[config.mk]
export PLATFORM = sky130hd
export DESIGN_NAME = audio_i2s_receiver_flat
export DESIGN_NICKNAME = d
export VERILOG_FILES = /design/src/rtl/audio_i2s_pkg.sv /design/src/rtl/audio_i2s_receiver_if.sv /design/src/rtl/audio_i2s_rx_shifter.sv /design/src/rtl/audio_i2s_receiver.sv /design/src/flat_wrapper.sv
export SDC_FILE = /design/constraint.sdc
export NUM_CORES = 1
export LEC_CHECK = 0
export ABC_AREA = 1
export BUFFER_PORTS_ARGS = -buffer_cell sky130_fd_sc_hd__buf_2
export CAP_MARGIN = 20
export CELL_PAD_IN_SITES_DETAIL_PLACEMENT = 0
export CELL_PAD_IN_SITES_GLOBAL_PLACEMENT = 2
export CORE_MARGIN = 2
export CORE_UTILIZATION = 29
export DETAILED_ROUTE_END_ITERATION = 7
export GPL_ROUTABILITY_DRIVEN = 1
export PLACE_DENSITY_LB_ADDON = 0.1
export SETUP_SLACK_MARGIN = 0.2
export SLEW_MARGIN = 15
export SYNTH_ARGS = -nofsm -noshare
export SYNTH_HDL_FRONTEND = slang
export SYNTH_SLANG_ARGS = --single-unit
[constraint.sdc]
create_clock -name iAUDB_CLK -period 4.9 [get_ports iAUDB_CLK]
set_input_delay 0.735 -clock iAUDB_CLK [delete_from_list [all_inputs] [get_ports iAUDB_CLK]]
set_output_delay 0.735 -clock iAUDB_CLK [all_outputs]
set_load 0.03 [all_outputs]
[src/rtl/audio_i2s_pkg.sv]
// Shared I2S definitions for the codec ADC receiver and DAC driver.
// Slot geometry, channel encoding and receiver sync states.
package audio_i2s_pkg;

  localparam int unsigned I2S_SLOT_BITS = 32;
  localparam int unsigned I2S_CNT_W     = 5;
  localparam logic [I2S_CNT_W-1:0] I2S_CNT_MAX = I2S_CNT_W'(I2S_SLOT_BITS - 1);

  typedef enum logic {
    LEFT  = 1'b0,
    RIGHT = 1'b1
  } i2s_chan_t;

  typedef enum logic {
    ST_UNSYNC = 1'b0,
    ST_SYNC   = 1'b1
  } i2s_rx_state_t;

  // Slot bit counter increment that holds at the last slot index
  function automatic logic [I2S_CNT_W-1:0] cnt_sat_inc(input logic [I2S_CNT_W-1:0] c);
    return (c == I2S_CNT_MAX) ? c : c + I2S_CNT_W'(1);
  endfunction

endpackage

[src/rtl/audio_i2s_receiver_if.sv]
// Pin and sample bus of the I2S receiver: serial ADC pins in, stereo samples out.
interface audio_i2s_receiver_if #(
  parameter int unsigned AUD_BIT_DEPTH = 24
);

  logic                     i2s_enable;
  logic                     iAUD_ADCLRCK;
  logic                     iAUD_ADCDAT;
  logic [AUD_BIT_DEPTH-1:0] o_lsound_in;
  logic [AUD_BIT_DEPTH-1:0] o_rsound_in;
  logic                     o_valid;
  logic                     o_frame_err;

  modport master (
    output i2s_enable, iAUD_ADCLRCK, iAUD_ADCDAT,
    input  o_lsound_in, o_rsound_in, o_valid, o_frame_err
  );

  modport slave (
    input  i2s_enable, iAUD_ADCLRCK, iAUD_ADCDAT,
    output o_lsound_in, o_rsound_in, o_valid, o_frame_err
  );

endinterface

[src/rtl/audio_i2s_rx_shifter.sv]
// Slot bit counter and MSB-first shift register with left-align zero fill.
// The bit-count output exists only when AUD_I2S_RX_FRAME_CHECK_EN is defined.
module audio_i2s_rx_shifter
  import audio_i2s_pkg::*;
#(
  parameter int unsigned AUD_BIT_DEPTH = 24
) (
  input  logic                     i_clk,
  input  logic                     i_rst_n,
  input  logic                     i_clr,
  input  logic                     i_lrck,
  input  logic                     i_dat,
  output logic                     o_edge_c,
  output logic                     o_lrck_dly,
  output logic [AUD_BIT_DEPTH-1:0] o_word_c
`ifdef AUD_I2S_RX_FRAME_CHECK_EN
  ,
  output logic [I2S_CNT_W:0]       o_bits_c
`endif
);

  localparam int unsigned NB_W = I2S_CNT_W + 1;
  localparam logic [NB_W-1:0] DEPTH_N = NB_W'(AUD_BIT_DEPTH);

  logic                     r_lrck_dly;
  logic [I2S_CNT_W-1:0]     r_bit_cnt;
  logic                     r_ovf;
  logic [AUD_BIT_DEPTH-1:0] r_shift;

  logic                     w_edge;
  logic                     w_take;
  logic [NB_W-1:0]          w_nbits;
  logic [AUD_BIT_DEPTH-1:0] w_shift_nxt;

  // r_ovf marks bits past a saturated counter so an over-long slot never shifts
  always_comb begin
    w_edge      = r_lrck_dly ^ i_lrck;
    w_take      = !r_ovf && ({1'b0, r_bit_cnt} < DEPTH_N);
    w_shift_nxt = w_take ? ((r_shift << 1) | AUD_BIT_DEPTH'(i_dat)) : r_shift;
    w_nbits     = w_take ? (NB_W'(r_bit_cnt) + NB_W'(1)) : DEPTH_N;
  end

  assign o_edge_c   = w_edge;
  assign o_lrck_dly = r_lrck_dly;
  assign o_word_c   = w_shift_nxt << (DEPTH_N - w_nbits);

`ifdef AUD_I2S_RX_FRAME_CHECK_EN
  assign o_bits_c = r_ovf ? NB_W'(I2S_SLOT_BITS + 1) : (NB_W'(r_bit_cnt) + NB_W'(1));
`endif

  always_ff @(posedge i_clk) begin
    if (!i_rst_n) begin
      r_lrck_dly <= 1'b0;
      r_bit_cnt  <= '0;
      r_ovf      <= 1'b0;
      r_shift    <= '0;
    end else begin
      r_lrck_dly <= i_lrck;
      if (i_clr || w_edge) begin
        r_bit_cnt <= '0;
        r_ovf     <= 1'b0;
        r_shift   <= '0;
      end else begin
        r_bit_cnt <= cnt_sat_inc(r_bit_cnt);
        r_ovf     <= r_ovf | (r_bit_cnt == I2S_CNT_MAX);
        r_shift   <= w_shift_nxt;
      end
    end
  end

endmodule

[src/rtl/audio_i2s_receiver.sv]
// I2S ADC receiver: word sync, left/right pairing and registered stereo outputs.
// Define AUD_I2S_RX_FRAME_CHECK_EN to enable the 32-bit slot framing check.
module audio_i2s_receiver
  import audio_i2s_pkg::*;
#(
  parameter int unsigned AUD_BIT_DEPTH = 24
) (
  input  logic                 iAUDB_CLK,
  input  logic                 reset_reg_N,
  audio_i2s_receiver_if.slave  bus
);

  logic                     w_edge;
  logic                     w_lrck_dly;
  logic [AUD_BIT_DEPTH-1:0] w_word;
  i2s_chan_t                w_chan;

  i2s_rx_state_t            r_state;
  i2s_rx_state_t            w_state_nxt;
  logic [AUD_BIT_DEPTH-1:0] r_lsound;
  logic [AUD_BIT_DEPTH-1:0] r_rsound;
  logic [AUD_BIT_DEPTH-1:0] r_hold;
  logic                     r_valid;
  logic                     r_have_left;
  logic [AUD_BIT_DEPTH-1:0] w_lsound_nxt;
  logic [AUD_BIT_DEPTH-1:0] w_rsound_nxt;
  logic [AUD_BIT_DEPTH-1:0] w_hold_nxt;
  logic                     w_valid_nxt;
  logic                     w_have_left_nxt;
  logic                     w_capture;

`ifdef AUD_I2S_RX_FRAME_CHECK_EN
  logic [I2S_CNT_W:0]       w_bits;
`endif

  audio_i2s_rx_shifter #(
    .AUD_BIT_DEPTH (AUD_BIT_DEPTH)
  ) u_shifter (
    .i_clk      (iAUDB_CLK),
    .i_rst_n    (reset_reg_N),
    .i_clr      (!bus.i2s_enable),
    .i_lrck     (bus.iAUD_ADCLRCK),
    .i_dat      (bus.iAUD_ADCDAT),
    .o_edge_c   (w_edge),
    .o_lrck_dly (w_lrck_dly),
    .o_word_c   (w_word)
`ifdef AUD_I2S_RX_FRAME_CHECK_EN
    ,
    .o_bits_c   (w_bits)
`endif
  );

  assign w_chan = i2s_chan_t'(w_lrck_dly);

  // First edge after reset/enable only aligns; later edges complete a word
  always_comb begin
    w_state_nxt     = r_state;
    w_lsound_nxt    = r_lsound;
    w_rsound_nxt    = r_rsound;
    w_hold_nxt      = r_hold;
    w_valid_nxt     = 1'b0;
    w_have_left_nxt = r_have_left;
    w_capture       = 1'b0;
    if (!bus.i2s_enable) begin
      w_state_nxt     = ST_UNSYNC;
      w_have_left_nxt = 1'b0;
    end else if (w_edge) begin
      if (r_state == ST_UNSYNC) begin
        w_state_nxt = ST_SYNC;
      end else begin
        w_capture = 1'b1;
        if (w_chan == LEFT) begin
          w_hold_nxt      = w_word;
          w_have_left_nxt = 1'b1;
        end else begin
          if (r_have_left) begin
            w_lsound_nxt = r_hold;
            w_rsound_nxt = w_word;
            w_valid_nxt  = 1'b1;
          end
          w_have_left_nxt = 1'b0;
        end
      end
    end
  end

  always_ff @(posedge iAUDB_CLK) begin
    if (!reset_reg_N) begin
      r_state     <= ST_UNSYNC;
      r_lsound    <= '0;
      r_rsound    <= '0;
      r_hold      <= '0;
      r_valid     <= 1'b0;
      r_have_left <= 1'b0;
    end else begin
      r_state     <= w_state_nxt;
      r_lsound    <= w_lsound_nxt;
      r_rsound    <= w_rsound_nxt;
      r_hold      <= w_hold_nxt;
      r_valid     <= w_valid_nxt;
      r_have_left <= w_have_left_nxt;
    end
  end

  assign bus.o_lsound_in = r_lsound;
  assign bus.o_rsound_in = r_rsound;
  assign bus.o_valid     = r_valid;

`ifdef AUD_I2S_RX_FRAME_CHECK_EN
  localparam int unsigned NB_W = I2S_CNT_W + 1;

  logic r_frame_err;
  logic r_left_ok;
  logic w_frame_err_nxt;
  logic w_left_ok_nxt;
  logic w_slot_ok;

  // Error is sticky until a strobe whose left and right slots were both 32 bits
  always_comb begin
    w_slot_ok       = (w_bits == NB_W'(I2S_SLOT_BITS));
    w_frame_err_nxt = r_frame_err;
    w_left_ok_nxt   = r_left_ok;
    if (w_capture) begin
      if (w_chan == LEFT) begin
        w_left_ok_nxt = w_slot_ok;
        if (!w_slot_ok) begin
          w_frame_err_nxt = 1'b1;
        end
      end else if (r_have_left) begin
        w_frame_err_nxt = !(r_left_ok && w_slot_ok);
      end else if (!w_slot_ok) begin
        w_frame_err_nxt = 1'b1;
      end
    end
  end

  always_ff @(posedge iAUDB_CLK) begin
    if (!reset_reg_N) begin
      r_frame_err <= 1'b0;
      r_left_ok   <= 1'b0;
    end else begin
      r_frame_err <= w_frame_err_nxt;
      r_left_ok   <= w_left_ok_nxt;
    end
  end

  assign bus.o_frame_err = r_frame_err;
`else
  assign bus.o_frame_err = 1'b0;
`endif

endmodule

[src/flat_wrapper.sv]
// flat-port wrapper written by rule: the top's interface ports become plain ports
module audio_i2s_receiver_flat import audio_i2s_pkg::*;
#(
  parameter int unsigned AUD_BIT_DEPTH = 24
)
  (iAUDB_CLK, reset_reg_N, bus_i2s_enable, bus_iAUD_ADCLRCK, bus_iAUD_ADCDAT, bus_o_lsound_in, bus_o_rsound_in, bus_o_valid, bus_o_frame_err);
  audio_i2s_receiver_if #(.AUD_BIT_DEPTH(AUD_BIT_DEPTH)) bus_i ();
  input  logic iAUDB_CLK;
  input  logic reset_reg_N;
  input wire logic [$bits(bus_i.i2s_enable)-1:0] bus_i2s_enable;
  input wire logic [$bits(bus_i.iAUD_ADCLRCK)-1:0] bus_iAUD_ADCLRCK;
  input wire logic [$bits(bus_i.iAUD_ADCDAT)-1:0] bus_iAUD_ADCDAT;
  output wire logic [$bits(bus_i.o_lsound_in)-1:0] bus_o_lsound_in;
  output wire logic [$bits(bus_i.o_rsound_in)-1:0] bus_o_rsound_in;
  output wire logic [$bits(bus_i.o_valid)-1:0] bus_o_valid;
  output wire logic [$bits(bus_i.o_frame_err)-1:0] bus_o_frame_err;
  assign bus_i.i2s_enable = bus_i2s_enable;
  assign bus_i.iAUD_ADCLRCK = bus_iAUD_ADCLRCK;
  assign bus_i.iAUD_ADCDAT = bus_iAUD_ADCDAT;
  assign bus_o_lsound_in = bus_i.o_lsound_in;
  assign bus_o_rsound_in = bus_i.o_rsound_in;
  assign bus_o_valid = bus_i.o_valid;
  assign bus_o_frame_err = bus_i.o_frame_err;
  audio_i2s_receiver #(.AUD_BIT_DEPTH(AUD_BIT_DEPTH)) u_core (.iAUDB_CLK(iAUDB_CLK), .reset_reg_N(reset_reg_N), .bus(bus_i));
endmodule
# Word-level counts from Yosys, hierarchy flattened
# Cells that the tools add are included.
# totals
reg_bits	106
in_bits	5
output_inout_bits	50
word_cells	35
# op_classes
addsub	3
order_cmp	1
eq_ne	1
shift	1
muxes	4
n_bitwise	5
n_reduce_logical	10
# op_table
operator	n
24-bit two-way mux	1
24-bit by 1-bit OR with 24-bit output	1
24-bit by 6-bit left shift with 24-bit output	1
5-bit AND reduction	2
5-bit by 1-bit adder with 6-bit output (second input constant)	1
6-bit two-way mux	1
5-bit by 6-bit subtractor with 6-bit output (first input constant)	1
5-bit by 1-bit adder with 5-bit output (second input constant)	1
5-bit == test (second input constant)	1
5-bit < comparator (second input constant)	1
2-bit AND reduction	2
4-bit AND reduction	1
1-bit logical NOT	2
1-bit two-way mux	2
1-bit NOT	2
2-bit OR reduction	1
1-bit logical AND	1
1-bit logical OR	1
1-bit OR	1
1-bit XOR	1

# Logic depth before layout (Yosys ltp)
# logic_depth
ltp_word	5
mapped_depth	15
mapped_depth_nobuf	14

# By module
# A second synthesis with hierarchy kept.
# hier_totals
cells_unflattened	977
hier_area_um2	5992.0
# by_module_without_submodules
module	n_inst	cells_per_inst	area_each_um2	seq_area_each_um2
audio_i2s_receiver	1	458	3080.5	1501.4
audio_i2s_rx_shifter	1	519	2911.5	620.6

# Least setup slack after synthesis
# Ideal clock, no wire load.
# synth_path
path_kind	input-to-reg
startpoint	input bus_iAUD_ADCLRCK
endpoint	register u_core.r_lsound[10] (netlist: u_core.bus.o_lsound_in[10])
setup_ns	0.116
arrival_ns	2.111
required_time_ns	4.784
setup_slack_ns	2.673
cell_stages	9
path_buffers	1
cell_sequence	inv_1 > ha_1 > nor2_1 > nand2_1 > nor3_2 > inv_1 > clkbuf_1 > nor2_1 > nor2_1
# synth_between
elab_chain_len	2
# synth_rtl
element	line_no	source
start, declared	flat_wrapper.sv:11	input wire logic [$bits(bus_i.iAUD_ADCLRCK)-1:0] bus_iAUD_ADCLRCK;
1-bit XOR	audio_i2s_rx_shifter.sv:37	w_edge = r_lrck_dly ^ i_lrck;
5-bit AND reduction (no line)	--	
end signal, assigned	audio_i2s_receiver.sv:97	r_lsound <= w_lsound_nxt;
end, declared	audio_i2s_receiver.sv:20	logic [AUD_BIT_DEPTH-1:0] r_lsound;
# Every way passes these cells.
# A chain may end at the register's enable or synchronous reset.

# Final worst setup path
# layout_path
startpoint	register u_core.u_shifter.r_ovf
endpoint	register u_core.r_rsound[16] (netlist: u_core.bus.o_rsound_in[16])
# layout_between
elab_chain_len	5
word_cells_on_any_way	6
cone_classes	add/sub (1); shift (1); mux (2); reduce/logical (2)
# layout_rtl
element	line_no	source
start, declared	audio_i2s_rx_shifter.sv:27	logic r_ovf;
start signal, assigned	audio_i2s_rx_shifter.sv:65	r_ovf <= r_ovf | (r_bit_cnt == I2S_CNT_MAX);
1-bit logical NOT *	audio_i2s_rx_shifter.sv:38	w_take = !r_ovf && ({1'b0, r_bit_cnt} < DEPTH_N);
1-bit logical AND *	audio_i2s_rx_shifter.sv:38	
6-bit two-way mux	audio_i2s_rx_shifter.sv:40	w_nbits = w_take ? (NB_W'(r_bit_cnt) + NB_W'(1)) : DEPTH_N;
5-bit by 6-bit subtractor with 6-bit output	audio_i2s_rx_shifter.sv:45	assign o_word_c = w_shift_nxt << (DEPTH_N - w_nbits);
24-bit by 6-bit left shift with 24-bit output *	audio_i2s_rx_shifter.sv:45	
end signal, assigned	audio_i2s_receiver.sv:98	r_rsound <= w_rsound_nxt;
end, declared	audio_i2s_receiver.sv:21	logic [AUD_BIT_DEPTH-1:0] r_rsound;
# Every way passes the cells marked *; elsewhere a longest branch is shown, timed or not.

==> results.sh <==
export IMPL_status="finished clean"
export IMPL_synth_most_common_cell="nand2_1"
export IMPL_arrival_ps=3880
export IMPL_r2r_start="u_core.u_shifter.r_ovf$_SDFF_PP0_"
export IMPL_worstHoldStart="u_core.r_state$_SDFFE_PN0N_"
export IMPL_netlist_top_cells_area="dfxtp_1 40%, nand3_1 15%, nand2_1 11%"
export IMPL_wl_per_cell_um=15.5
export IMPL_p_sw_w=0.000518
export IMPL_fin_skew_ps=11.0
export IMPL_die_y_um=139
export IMPL_worst_setup_path_start_kind="flop"
export IMPL_r2r_slack_ps=1260
export IMPL_synth_top_cell_by_area="dfxtp_1"
export IMPL_tns_ps=0
export IMPL_grt_util_met1_pct=23.7
export IMPL_r2r_end="u_core.bus.o_rsound_in[16]$_SDFFE_PN0P_"
export IMPL_yosysWarningCount=0
export IMPL_worst_slew_pin_transition_ps=869
export IMPL_num_vias=5072
export IMPL_yosysSeqAreaShare_pct=40.3
export IMPL_post_cts_buffers=0
export IMPL_critical_path_required_ps=5140
export IMPL_placeableCoreArea_sq_um=17900
export IMPL_hold_violations=0
export IMPL_grt_max_degree=76
export IMPL_antenna_found_initial=0
export IMPL_gp_congestion=0.845
export IMPL_h_tree_depth=3
export IMPL_layout_min_cycle_time_ps=3640
export IMPL_area_growth_pct=12.3
export IMPL_share_seq_of_total_power_pct=48.4
export IMPL_die_w_um=139
export IMPL_intPower_w=0.00128
export IMPL_grt_pass1_wl_um=26300
export IMPL_critPathKind="reg2reg"
export IMPL_cts_resized_gates=0
export IMPL_setup_viol=0
export IMPL_grt_pass1_vias=4820
export IMPL_p_sw_share_pct=28.8
export IMPL_layout_nets=799
export IMPL_antenna_left=0
export IMPL_drv_slew=0
export IMPL_initial_core_util_pct=29.4
export IMPL_syn_nets=780
export IMPL_p_clk_share_pct=41.6
export IMPL_synth_area_sq_um=5270
export IMPL_drc=0
export IMPL_die_area_sq_um=19300
export IMPL_min_period_over_period_pct=74.3
export IMPL_root_buffer="clkbuf_16"
export IMPL_hold_depth=2
export IMPL_syn_mean_instance_area_sq_um=6.83
export IMPL_synth_edf_count=0
export IMPL_clkTransAtPathRegs_ps=80
export IMPL_crit_fanout=28
export IMPL_cts_max_path_buffers=2
export IMPL_globalRouteOverflowTotal=0
export IMPL_min_to="u_core.bus.o_valid$_SDFF_PN0_"
export IMPL_detailed_place_hpwl_um=11100
export IMPL_async_flop_share_pct=0
export IMPL_cts_hold_buf=0
export IMPL_min_path_type="reg2reg"
export IMPL_p_comb_share_pct=9.9
export IMPL_vdd_drop_max_mv=0.162
export IMPL_grt_util_met2_pct=26.5
export IMPL_ys_top_cells_by_count="159 x nand2_1, 153 x nand3_1, 106 x dfxtp_1, 78 x nor2_1, 75 x o21ai_0"
export IMPL_holdWs_ps=452
export IMPL_busiest_layer="met2"
export IMPL_track_usage_pct=16.9
export IMPL_synth_seq_cells=106
export IMPL_gr_usage_met3_pct=2.59
export IMPL_boundaryPins=55
export IMPL_power_density_nw_per_um2=305
export IMPL_drt_wl_total_um=15900
export IMPL_synthFlopType="dfxtp_1"
export IMPL_final_layout_size_suffix_gt1_share_pct=12.6
export IMPL_cts_tree="yes"
export IMPL_io_buffers=53
export IMPL_drtPass1Iterations=7
export IMPL_drtIter0Drc=306
export IMPL_synth_cells=771
export IMPL_clock_fmax_mhz=275
export IMPL_insertion_delay_ps=370
export IMPL_p_leak_nw=2.66
export IMPL_row_count=49
export IMPL_max_slew_margin_pct=42.0
export IMPL_cts_buffers=9
export IMPL_cts_sinks=106
export IMPL_rsz0062_at_grt="no"
export IMPL_synth_top_cell_area_share_pct=40.3
export IMPL_maxCapViolCount=0
export IMPL_viasPerCell=4.95
export IMPL_power_w=0.00180
export IMPL_end_kind="flop"
export IMPL_synthDistinctLibCells=30
export IMPL_reg2reg_depth=12
export IMPL_insertedDiodeCount=0
[worst max path at each step]
| stage | start | to | slack [ps] | cells past startpoint |
|---|---|---|---|---|
| finish | u_core.u_shifter.r_ovf$_SDFF_PP0_ | u_core.bus.o_rsound_in[16]$_SDFFE_PN0P_ | 1260 | 12 |
| global route | u_core.u_shifter.r_ovf$_SDFF_PP0_ | u_core.bus.o_rsound_in[16]$_SDFFE_PN0P_ | 860 | 12 |
| CTS | u_core.u_shifter.r_ovf$_SDFF_PP0_ | u_core.bus.o_rsound_in[16]$_SDFFE_PN0P_ | 1210 | 12 |
| detailed placement | u_core.u_shifter.r_ovf$_SDFF_PP0_ | u_core.bus.o_rsound_in[16]$_SDFFE_PN0P_ | 1220 | 12 |
| global placement | u_core.u_shifter.r_ovf$_SDFF_PP0_ | u_core.bus.o_rsound_in[16]$_SDFFE_PN0P_ | 1280 | 12 |
| floorplan | bus_iAUD_ADCLRCK | u_core.bus.o_lsound_in[10]$_SDFFE_PN0P_ | 2670 | 9 |
[layout by cell type (no fill, tap or decap), drive strengths merged]
cell,Yosys,routed
nand2,170,170
nand4,5,5
nor3,2,2
nand3b,1,1
nor2,80,80
conb,1,1
xor2,2,2
nor4,1,1
dfxtp,106,106
o21ai,75,75
clkinv,0,2
inv,46,50
nor3b,1,1
clkinvlp,0,1
o211ai,5,5
buf,21,57
clkbuf,28,9
a21oi,66,66
ha,4,4
nand3,157,157
[sequential cells by signal (all words and copies together), names as in the netlist, named ones only]
| name | cells |
|---|---|
| u_core.r_state | 1 |
| u_core.u_shifter.r_bit_cnt | 5 |
| u_core.r_have_left | 1 |
| u_core.u_shifter.r_ovf | 1 |
| u_core.u_shifter.r_shift | 20 |
| u_core.u_shifter.o_lrck_dly | 1 |
| u_core.bus.o_rsound_in | 24 |
| u_core.bus.o_lsound_in | 24 |
| u_core.bus.o_valid | 1 |
| u_core.r_hold | 24 |
[power groups by stage]
stage,clock (W),sequential (W),combinational (W)
6_report,0.000749,0.000872,0.000179
3_3_place_gp,0,0.000892,0.000181
3_5_place_dp,0,0.000893,0.000181
5_1_grt,0.000813,0.000873,0.000205
4_1_cts,0.000782,0.000872,0.000182
2_1_floorplan,0,0.000892,0.000139
[per-stage QoR]
step / setup slack, ps / utilization [%] / instances / instance area (sq um)
2_1_floorplan: 2670 / - / 771 / 5270
3_3_place_gp: 1280 / 31.3 / 1008 / 5610
3_5_place_dp: 1220 / 31.3 / 1008 / 5610
4_1_cts: 1210 / 33.0 / 1024 / 5910
5_1_grt: 858 / 33.0 / 1024 / 5910
6_report: 1260 / 33.0 / 1024 / 5910
[critical path, cell delays in order, from the launching register on]
cell	delay [ps]
dfxtp_1	310
inv_2	430
nand3_4	400
ha_1	930
inv_1	550
nand3_1	320
nand2_1	70
nand2_1	80
nand3_1	70
nand2_1	90
nand2_1	60
nand2_1	110
a21oi_1	80
[metal layers]
layer,share of wire [%],wire [um]
met3,3.2,507
met5,0,0
met1,50,7930
met4,2.0,312
met2,45,7110
[area by class of cell]
type	count	area (sq um)
fillers	2000	12000
multi-input cells	570	2730
flip-flops and latches	106	2120
repair buffers	57	295
well taps	229	287
clock buffers	9	225
inverters	46	178
clock inverters	7	80.1
[kinds of logic after synthesis]
kind of cell             count (synthesis)  share of synthesized area, %
AO/OA/AOI/OAI                          146                          14.1
XOR/XNOR                                 2                         0.333
adder cells (fa/ha/maj)                  4                         0.950
buffers and inverters                   95                          8.20
flip-flops                             106                          40.3
other                                    1                        0.0712
AND/OR/NAND/NOR                        417                          36.0
Note: power is estimated with default switching activity, not from simulation.
